--- src/rtl/ctl_score_bcd_pkg.sv ---
// Shared types and constants for the BCD score counter.
// Also holds the elaboration-time check on the point value.
package score_pkg;

    typedef enum logic {
        ST_IDLE = 1'b0,
        ST_ADD  = 1'b1
    } state_t;

    typedef logic [3:0] bcd_digit_t;

    localparam bcd_digit_t BCD_NINE = 4'd9;

    // A point value is usable only if it is nonzero and every live nibble is a decimal digit.
    function automatic logic points_valid(input logic [31:0] pts, input int digits);
        logic ok;
        ok = (pts != 32'd0);
        for (int i = 0; i < 8; i++) begin
            if (i < digits && pts[4*i +: 4] > 4'd9) begin
                ok = 1'b0;
            end
        end
        return ok;
    endfunction

endpackage

--- src/rtl/ctl_score_bcd_if.sv ---
// Hit/new-game inputs and score/HUD outputs of the score counter.
// The slave modport is the counter's side; the master modport is the game logic's side.
interface ctl_score_bcd_if #(
    parameter int DIGITS = 4
);
    logic                  hit;
    logic                  reset_score;
    logic [4*DIGITS-1:0]   score_bcd;
    logic [4*DIGITS-1:0]   hiscore_bcd;
    logic                  busy;
    logic                  saturated;
    logic                  hit_lost;

    modport master (
        output hit, reset_score,
        input  score_bcd, hiscore_bcd, busy, saturated, hit_lost
    );

    modport slave (
        input  hit, reset_score,
        output score_bcd, hiscore_bcd, busy, saturated, hit_lost
    );
endinterface

--- src/rtl/ctl_score_bcd_digit_add.sv ---
// Single-digit BCD adder: a + b + cin with decimal correction.
module bcd_digit_add
    import score_pkg::*;
(
    input  bcd_digit_t a,
    input  bcd_digit_t b,
    input  logic       cin,
    output bcd_digit_t sum,
    output logic       cout
);
    logic [4:0] raw;
    logic [4:0] adj;

    // A raw sum above 9 wraps to the next decade by adding 6.
    always_comb begin
        raw  = {1'b0, a} + {1'b0, b} + {4'b0000, cin};
        adj  = raw + 5'd6;
        cout = (raw > 5'd9);
        sum  = cout ? adj[3:0] : raw[3:0];
    end
endmodule

--- src/rtl/ctl_score_bcd.sv ---
// Game score counter: queues hit edges, adds POINTS_BCD one digit per cycle,
// saturates at all nines and tracks the best score of the session.
module ctl_score_bcd
    import score_pkg::*;
#(
    parameter int                  DIGITS     = 4,
    parameter logic [4*DIGITS-1:0] POINTS_BCD = 1,
    parameter int                  PEND_W     = 3
) (
    input  logic            clk,
    input  logic            rst,
    ctl_score_bcd_if.slave  bus
);
    localparam int IDX_W = (DIGITS > 1) ? $clog2(DIGITS) : 1;
    localparam int SW    = 4 * DIGITS;

    if (DIGITS < 2 || DIGITS > 8) begin : g_chk_digits
        $error("ctl_score_bcd: DIGITS must lie in 2..8");
    end
    if (!points_valid(32'(POINTS_BCD), DIGITS)) begin : g_chk_points
        $error("ctl_score_bcd: POINTS_BCD must be nonzero with every nibble <= 9");
    end

    state_t             state_q, state_d;
    logic [IDX_W-1:0]   idx_q, idx_d;
    logic [SW-1:0]      work_q, work_d;
    logic               carry_q, carry_d;
    logic [PEND_W-1:0]  pend_q, pend_d;
    logic [SW-1:0]      score_q, score_d;
    logic [SW-1:0]      hiscore_q, hiscore_d;
    logic               sat_q, sat_d;
    logic               lost_q, lost_d;
    logic               hit_q, hit_d;

    bcd_digit_t dig_a, dig_b, dig_sum;
    logic       dig_cout;
    logic       hit_edge, start_add, last_digit, sat_commit, drop, accept;

    always_comb begin
        dig_a = '0;
        dig_b = '0;
        for (int i = 0; i < DIGITS; i++) begin
            if (idx_q == IDX_W'(i)) begin
                dig_a = work_q[4*i +: 4];
                dig_b = POINTS_BCD[4*i +: 4];
            end
        end
    end

    bcd_digit_add u_digit_add (
        .a    (dig_a),
        .b    (dig_b),
        .cin  (carry_q),
        .sum  (dig_sum),
        .cout (dig_cout)
    );

    // A carry out of the top digit means the true score no longer fits.
    always_comb begin
        hit_edge   = bus.hit & ~hit_q;
        start_add  = (state_q == ST_IDLE) && (pend_q != '0) && !sat_q;
        last_digit = (state_q == ST_ADD) && (idx_q == IDX_W'(DIGITS - 1));
        sat_commit = last_digit && dig_cout;
        drop       = hit_edge && ((&pend_q) || sat_q || sat_commit);
        accept     = hit_edge && !drop;
    end

    always_ff @(posedge clk) begin
        if (rst) begin
            state_q   <= ST_IDLE;
            idx_q     <= '0;
            work_q    <= '0;
            carry_q   <= 1'b0;
            pend_q    <= '0;
            score_q   <= '0;
            hiscore_q <= '0;
            sat_q     <= 1'b0;
            lost_q    <= 1'b0;
            hit_q     <= 1'b0;
        end else begin
            state_q   <= state_d;
            idx_q     <= idx_d;
            work_q    <= work_d;
            carry_q   <= carry_d;
            pend_q    <= pend_d;
            score_q   <= score_d;
            hiscore_q <= hiscore_d;
            sat_q     <= sat_d;
            lost_q    <= lost_d;
            hit_q     <= hit_d;
        end
    end

    always_comb begin
        state_d = state_q;
        case (state_q)
            ST_IDLE: if (start_add)  state_d = ST_ADD;
            ST_ADD:  if (last_digit) state_d = ST_IDLE;
            default: state_d = ST_IDLE;
        endcase
        if (bus.reset_score) begin
            state_d = ST_IDLE;
        end
    end

    // A new game abandons any in-flight addition; the partial work is simply never committed.
    always_comb begin
        idx_d     = idx_q;
        work_d    = work_q;
        carry_d   = carry_q;
        pend_d    = pend_q;
        score_d   = score_q;
        hiscore_d = hiscore_q;
        sat_d     = sat_q;
        lost_d    = 1'b0;
        hit_d     = bus.hit;

        if (bus.reset_score) begin
            score_d = '0;
            pend_d  = '0;
            sat_d   = 1'b0;
            idx_d   = '0;
            carry_d = 1'b0;
            if (score_q > hiscore_q) begin
                hiscore_d = score_q;
            end
        end else begin
            lost_d = drop;
            pend_d = pend_q + PEND_W'(accept) - PEND_W'(start_add);
            if (start_add) begin
                idx_d   = '0;
                work_d  = score_q;
                carry_d = 1'b0;
            end else if (state_q == ST_ADD) begin
                for (int i = 0; i < DIGITS; i++) begin
                    if (idx_q == IDX_W'(i)) begin
                        work_d[4*i +: 4] = dig_sum;
                    end
                end
                carry_d = dig_cout;
                idx_d   = idx_q + IDX_W'(1);
                if (last_digit) begin
                    idx_d   = '0;
                    carry_d = 1'b0;
                    if (dig_cout) begin
                        score_d = {DIGITS{BCD_NINE}};
                        sat_d   = 1'b1;
                        pend_d  = '0;
                    end else begin
                        score_d = work_d;
                    end
                end
            end
        end
    end

    always_comb begin
        bus.score_bcd   = score_q;
        bus.hiscore_bcd = hiscore_q;
        bus.busy        = (state_q == ST_ADD);
        bus.saturated   = sat_q;
        bus.hit_lost    = lost_q;
    end

endmodule

--- src/flat_wrapper.sv ---
// flat-port wrapper written by rule: the top's interface ports become plain ports
module ctl_score_bcd_flat import score_pkg::*;
#(
    parameter int                  DIGITS     = 4,
    parameter logic [4*DIGITS-1:0] POINTS_BCD = 1,
    parameter int                  PEND_W     = 3
)
  (clk, rst, bus_hit, bus_reset_score, bus_score_bcd, bus_hiscore_bcd, bus_busy, bus_saturated, bus_hit_lost);
  ctl_score_bcd_if #(.DIGITS(DIGITS)) bus_i ();
  input  logic clk;
  input  logic rst;
  input wire logic [$bits(bus_i.hit)-1:0] bus_hit;
  input wire logic [$bits(bus_i.reset_score)-1:0] bus_reset_score;
  output wire logic [$bits(bus_i.score_bcd)-1:0] bus_score_bcd;
  output wire logic [$bits(bus_i.hiscore_bcd)-1:0] bus_hiscore_bcd;
  output wire logic [$bits(bus_i.busy)-1:0] bus_busy;
  output wire logic [$bits(bus_i.saturated)-1:0] bus_saturated;
  output wire logic [$bits(bus_i.hit_lost)-1:0] bus_hit_lost;
  assign bus_i.hit = bus_hit;
  assign bus_i.reset_score = bus_reset_score;
  assign bus_score_bcd = bus_i.score_bcd;
  assign bus_hiscore_bcd = bus_i.hiscore_bcd;
  assign bus_busy = bus_i.busy;
  assign bus_saturated = bus_i.saturated;
  assign bus_hit_lost = bus_i.hit_lost;
  ctl_score_bcd #(.DIGITS(DIGITS), .POINTS_BCD(POINTS_BCD), .PEND_W(PEND_W)) u_core (.clk(clk), .rst(rst), .bus(bus_i));
endmodule
--- config.mk ---
export PLATFORM = sky130hd
export DESIGN_NAME = ctl_score_bcd_flat
export DESIGN_NICKNAME = d
export VERILOG_FILES = /design/src/rtl/ctl_score_bcd_pkg.sv /design/src/rtl/ctl_score_bcd_if.sv /design/src/rtl/ctl_score_bcd_digit_add.sv /design/src/rtl/ctl_score_bcd.sv /design/src/flat_wrapper.sv
export SDC_FILE = /design/constraint.sdc
export NUM_CORES = 1
export LEC_CHECK = 0
export CAP_MARGIN = 20
export CORE_ASPECT_RATIO = 0.8
export CORE_MARGIN = 1.5
export CORE_UTILIZATION = 30
export DETAILED_ROUTE_END_ITERATION = 8
export SLEW_MARGIN = 20
export SYNTH_ARGS = -nofsm -noshare
export SYNTH_HDL_FRONTEND = slang
export SYNTH_SLANG_ARGS = --single-unit
--- constraint.sdc ---
create_clock -name clk -period 5.4 [get_ports clk]
set_input_delay 0.81 -clock clk [delete_from_list [all_inputs] [get_ports clk]]
set_output_delay 0.81 -clock clk [all_outputs]
set_load 0.05 [all_outputs]
# Word level (Yosys, flattened, before mapping)
# Index checks and enable logic that the tools add are counted.
# word_totals
regBits	58
in_bits	4
output_inout_bits	35
elab_cells	71
# classes
add_sub_neg	6
order_cmp	2
n_eq_ne	3
muxes	25
bitwise	5
reduce_logical	20
# ops
cell	count
2-to-1 mux 16 bit	3
2-to-1 mux 4 bit	12
greater-than comparator 16 bit	1
2-to-1 mux 3 bit	4
logical AND 1 bit	6
AND reduction 3 bit	2
adder 4 x 4 -> 5 bit	1
adder 5 x 1 -> 5 bit	1
greater-than comparator 5 x 4 -> 1 bit (second input constant)	1
adder 4 x 3 -> 4 bit (second input constant)	1
equality test 2 bit (second input constant)	2
2-to-1 mux 1 bit	4
inverter 1 bit	4
AND reduction 2 bit	2
AND reduction 4 bit	1
adder 3 x 1 -> 3 bit	1
nonzero test 3 bit	1
OR reduction 3 bit	1
subtractor 3 x 1 -> 3 bit	1
adder 2 x 1 -> 2 bit (second input constant)	1
equality test 2 x 1 -> 1 bit (second input constant)	1
zero test 1 bit	2
zero test 2 bit	1
logical OR 1 bit	2
5 further kinds	5

# Depth between registers and ports, before layout
# Gate-level depths: netlist of the first run.
# logic_depth
depth_word	19
depth_mapped	22
mapped_depth_nobuf	21

# Hierarchy
# A second synthesis of the first run with hierarchy kept.
# hier_totals
hier_cells	369
hier_area_um2	3174.3
# modules_own_cells
module	n_inst	cells_per_inst	area_each_um2	seq_area_each_um2
ctl_score_bcd	1	347	2962.8	1161.1
bcd_digit_add	1	22	211.5	0.0

# Least setup slack after synthesis of the first run
# No wires, ideal clock.
# synth_timing
kind	reg2reg
start	register u_core.idx_q[0]
end	register u_core.pend_q[2]
setup_time_ns	0.139
arrival_ns	4.288
t_required_ns	5.261
setup_slack_ns	0.973
stages_incl_launch_ff	23
path_buffers	3
synth_period_minus_slack_ns	4.427
path_cell_list	dfxtp_1 inv_1 ha_1 buf_2 clkbuf_1 a21oi_1 a21oi_1 nor2_1 a21oi_1 fa_1 inv_1 ha_1 clkbuf_1 a2111o_1 nor4_4 nor4_2 nor4b_1 ha_1 inv_1 fa_1 xor2_1 xnor2_1 nor3_1
# synth_via
elab_chain_len	19
elab_cells_between_ends	27
cone_classes	add/sub: 4; order compare: 1; eq/ne: 3; mux: 12; reduce/logical: 7
# synth_lines
element	line	text
start: declaration	ctl_score_bcd.sv:25	logic [IDX_W-1:0] idx_q, idx_d;
start signal: assignment	ctl_score_bcd.sv:82	idx_q <= idx_d;
zero test 2 bit	ctl_score_bcd.sv:43	if (idx_q == IDX_W'(i)) begin
2-to-1 mux 4 bit or 2-to-1 mux 1 bit (tied branches)	ctl_score_bcd.sv:43	
2-to-1 mux 4 bit (3 in a row)	ctl_score_bcd.sv:43	
adder 4 x 4 -> 5 bit	ctl_score_bcd_digit_add.sv:16	raw = {1'b0, a} + {1'b0, b} + {4'b0000, cin};
adder 5 x 1 -> 5 bit	ctl_score_bcd_digit_add.sv:16	
greater-than comparator 5 x 4 -> 1 bit	ctl_score_bcd_digit_add.sv:18	cout = (raw > 5'd9);
logical AND 1 bit	ctl_score_bcd.sv:63	sat_commit = last_digit && dig_cout;
logical OR 1 bit	ctl_score_bcd.sv:64	drop = hit_edge && ((&pend_q) || sat_q || sat_commit);
logical AND 1 bit	ctl_score_bcd.sv:64	
zero test 1 bit	ctl_score_bcd.sv:65	accept = hit_edge && !drop;
logical AND 1 bit	ctl_score_bcd.sv:65	
adder 3 x 1 -> 3 bit	ctl_score_bcd.sv:129	pend_d = pend_q + PEND_W'(accept) - PEND_W'(start_add);
subtractor 3 x 1 -> 3 bit	ctl_score_bcd.sv:129	
2-to-1 mux 3 bit	ctl_score_bcd.sv:145	if (dig_cout) begin
2-to-1 mux 3 bit	ctl_score_bcd.sv:142	if (last_digit) begin
2-to-1 mux 3 bit	ctl_score_bcd.sv:134	end else if (state_q == ST_ADD) begin
2-to-1 mux 3 bit (*)	ctl_score_bcd.sv:130	if (start_add) begin
end signal: assignment	ctl_score_bcd.sv:85	pend_q <= pend_d;
end: declaration	ctl_score_bcd.sv:28	logic [PEND_W-1:0] pend_q, pend_d;
# Every way passes the cells marked *; elsewhere a longest branch is shown, timed or not.
# A chain may end at the register's enable or synchronous reset.

# Worst setup path after layout of the first run
# Ends and elaborated chain as after synthesis.

==> results of run 1 <==
-- routing by layer --
layer	wire length, um	track usage, %	vias to the layer above	share of wire (%)
met2	4110	22.3	141	40
li1	-	-	1573	-
met5	0	0	-	0
met4	163	5.39	0	1.6
met1	5050	24.1	1552	50
met3	835	4.96	18	8.2
-- registers in the layout, indices dropped and copies added, names as in the netlist --
signal,flops
u_core.idx_q,2
u_core.bus.score_bcd,16
u_core.hit_q,1
u_core.carry_q,1
u_core.pend_q,3
u_core.bus.hit_lost,1
u_core.bus.hiscore_bcd,16
u_core.bus.busy,1
u_core.bus.saturated,1
u_core.work_q,16
-- cell type report --
type / count / share of cell area, %
Sequential cell: 58 / 26.6
Inverter: 34 / 2.92
Timing Repair Buffer: 43 / 9.57
Clock buffer: 13 / 6.19
Multi-Input combinational cell: 305 / 49.7
Tap cell: 148 / 4.24
Clock inverter: 2 / 0.803
-- power by group through the flow --
stage | Clock (mW) | Sequential, mW | Combinational [mW]
final | 0.589 | 0.493 | 0.405
after global routing | 0.615 | 0.496 | 0.448
after CTS | 0.594 | 0.491 | 0.395
after detailed placement | 0 | 0.499 | 0.392
after global placement | 0 | 0.498 | 0.384
after floorplan | 0 | 0.490 | 0.288
-- stage by stage --
step	utilization, %	hold WS, ns
5_1_grt	38.0	0.466
4_1_cts	38.0	0.452
3_5_place_dp	35.3	0.443
6_report	38.0	0.447
2_1_floorplan	-	0.401
3_3_place_gp	35.3	0.436
-- cells in the final DEF (no fill, tap or decap), drive strengths merged, types with 5 or more instances in the layout --
cell type,instances
a211oi,10
dfxtp,58
buf,5
o32ai,5
nor2,28
a21o,6
a22oi,12
nor3,17
nor2b,5
nand2,21
a21oi,21
or2,7
ha,25
clkbuf,13
inv,34
o31ai,8
mux2i,21
o21ai,23
nand2b,33
clkdlybuf4s50,38
nand3,8
nor4,5
-- worst max path at each step --
| stage | from | end | slack [ns] |
|---|---|---|---|
| floorplan | u_core.idx_q[0]$_SDFFE_PP0P_ | u_core.pend_q[2]$_SDFF_PP0_ | 0.97 |
| global placement | u_core.idx_q[0]$_SDFFE_PP0P_ | u_core.pend_q[2]$_SDFF_PP0_ | 0.83 |
| detailed placement | u_core.idx_q[0]$_SDFFE_PP0P_ | u_core.pend_q[2]$_SDFF_PP0_ | 0.70 |
| CTS | u_core.idx_q[0]$_SDFFE_PP0P_ | u_core.pend_q[2]$_SDFF_PP0_ | 0.68 |
| global route | u_core.idx_q[0]$_SDFFE_PP0P_ | u_core.pend_q[2]$_SDFF_PP0_ | 0.26 |
| finish | u_core.idx_q[0]$_SDFFE_PP0P_ | u_core.pend_q[2]$_SDFF_PP0_ | 0.67 |
-- kinds of logic after synthesis --
kind of cell               count (synthesis)  share of synthesized area [%]
xor gates and xnor gates                   3                          0.745
muxes                                     21                           5.96
DFF                                       58                           32.9
adders and majority gates                 27                           10.0
AOI/OAI and AO/OA                        111                           21.8
and+or+nand+nor                          143                           22.2
buffers and inverters                     59                           6.42
==> metrics, run 1 <==
clock latency on the worst-skew pair approximately 0.33 ns; CTS tree yes; leakage dissipation around 1.6 nW; GR Overflow Total 0; HPWL reported at the end of detailed placement 7.37 mm; gpl congestion 0.917; final worst setup slack approximately 0.67 ns; area fraction of the dominant cell type after synthesis approximately a third; power per cell area 341 mW/mm2; top post-synthesis cells by count 58 x dfxtp_1, 34 x inv_1, 33 x nand2b_1; vias in the first global route 2908; Area contributors post-synth dfxtp_1 33%, ha_1 8.9%, mux2i_1 6.0%; Worst EP arrival 4.93 ns; die width 124 um; post-cts sizing count 0; CP Cell Sequence inv_1 > ha_1 > nand3_1 > a21oi_1 > a21oi_1 > nor2_1 > a21oi_1 > fa_1 > inv_1 > ha_1 > a2111o_1 > nor4_4 > nor4_2 > nor4b_1 > ha_1 > inv_1 > fa_1 > xor2_1 > xnor2_1 > nor3_1; post-synth cell types 55; pre-CTS WS 0.703 ns; WP data required 5.60 ns; HP Start u_core.hit_q$_SDFF_PP0_; fmax 0.211 GHz; initial core utilization a little under a third; Row Count 35; Crit. End Element flop; Worst-Margin Slew 0.901 ns; Post-Route WL 10.2 mm; Top FF cell, synth dfxtp_1; IO Count 39; unrepaired setup endpoints after global routing no; CP Class reg -> reg; first-pass GRT wire length 15.8 mm; Logic pwr share between 20 and 30%; sw frac around 33%; Cells after Synth 422; FF+latch area 0.00116 mm2; CP Buf/Inv Count 3; Synth Register Bits 58; Final Cell Area 0.00437 mm2; ys async rst share 0%; nets@finish 482; vias per cell roughly 5.4; DR DRC count 0; count of input and output buffers 38; Mean Syn Cell Area 8.36 um2; DRT Pass-1 Iters 5; # hold bufs at CTS 0; Filler Cell Count approximately 1200; Synth area leader dfxtp_1; Post-Layout Cell Count 603; Syn Nets 453; DP Cell Count 588; status finished clean; Rel. slew slack around two fifths; CP peak stage delay 0.50 ns; Final Slew Violations 0; Antenna Nets Post-Route 0; Total Routing Usage GR 16.3%; Worst VDD drop 0.235 mV; r2r worst-path depth 20; CTS sink cnt 58; Synth Warn # 0; Die Ht 100 um; final setup skew 0.00260 ns; Antenna Cells 0; TritonCTS buffer count 9; Worst setup SP type flop; CTS root buf clkbuf_16; Placed Area 0.00405 mm2; Hold WC Path Type reg -> reg; most common cell in the netlist dfxtp_1; area of the die 0.0124 mm2; Tot Pwr 1.49 mW; clock share of power 39.6%; Final Hold Fails 0; largest net degree at the start of global routing 43; Vias 3284; Hold Path Depth 1; Max Cap Viol 0; P&R area growth vs syn 23.7%; Crit path max-delay family adder cells; CTS Buffer Depth 2; Core Box Area 0.0115 mm2; slowest CP cell a2111o_1; worst r2r dst u_core.pend_q[2]$_SDFF_PP0_; Critical Path Stages 20; Final setup viols 0; worst reg2reg setup slack ~0.67 ns; initial antenna violation count 0; Crit Path Max Fanout 14; footprint of the multi-input gates between 0.002 and 0.0025 mm2; final critical-path required period 4.73 ns; register area share after synthesis 32.9%; final period utilization 87.6%; Seq pwr share 33.2%; Post-synth EDFFs 0; Psw a little under 0.5 mW; setup repair bufs after CTS 0; share of cells above drive strength 1 8.35%; drt initial violations 224; mapped cell area about 0.0035 mm2; routed len/inst 16.8 um; Internal Power 0.996 mW; H-tree levels 3; setup tns final 0 ns; RR Startpoint u_core.idx_q[0]$_SDFFE_PP0P_; Worst Hold End u_core.bus.hit_lost$_SDFF_PP0_; clock slew at reported path FFs 0.05 ns
No activity file was read; power rests on OpenSTA's default activity.
==> inputs of run 2 (changes only) <==
- GPL_ROUTABILITY_DRIVEN: unset -> 0
==> results of run 2 <==
Final layout, timing and power as in run 1 (identical DEF).
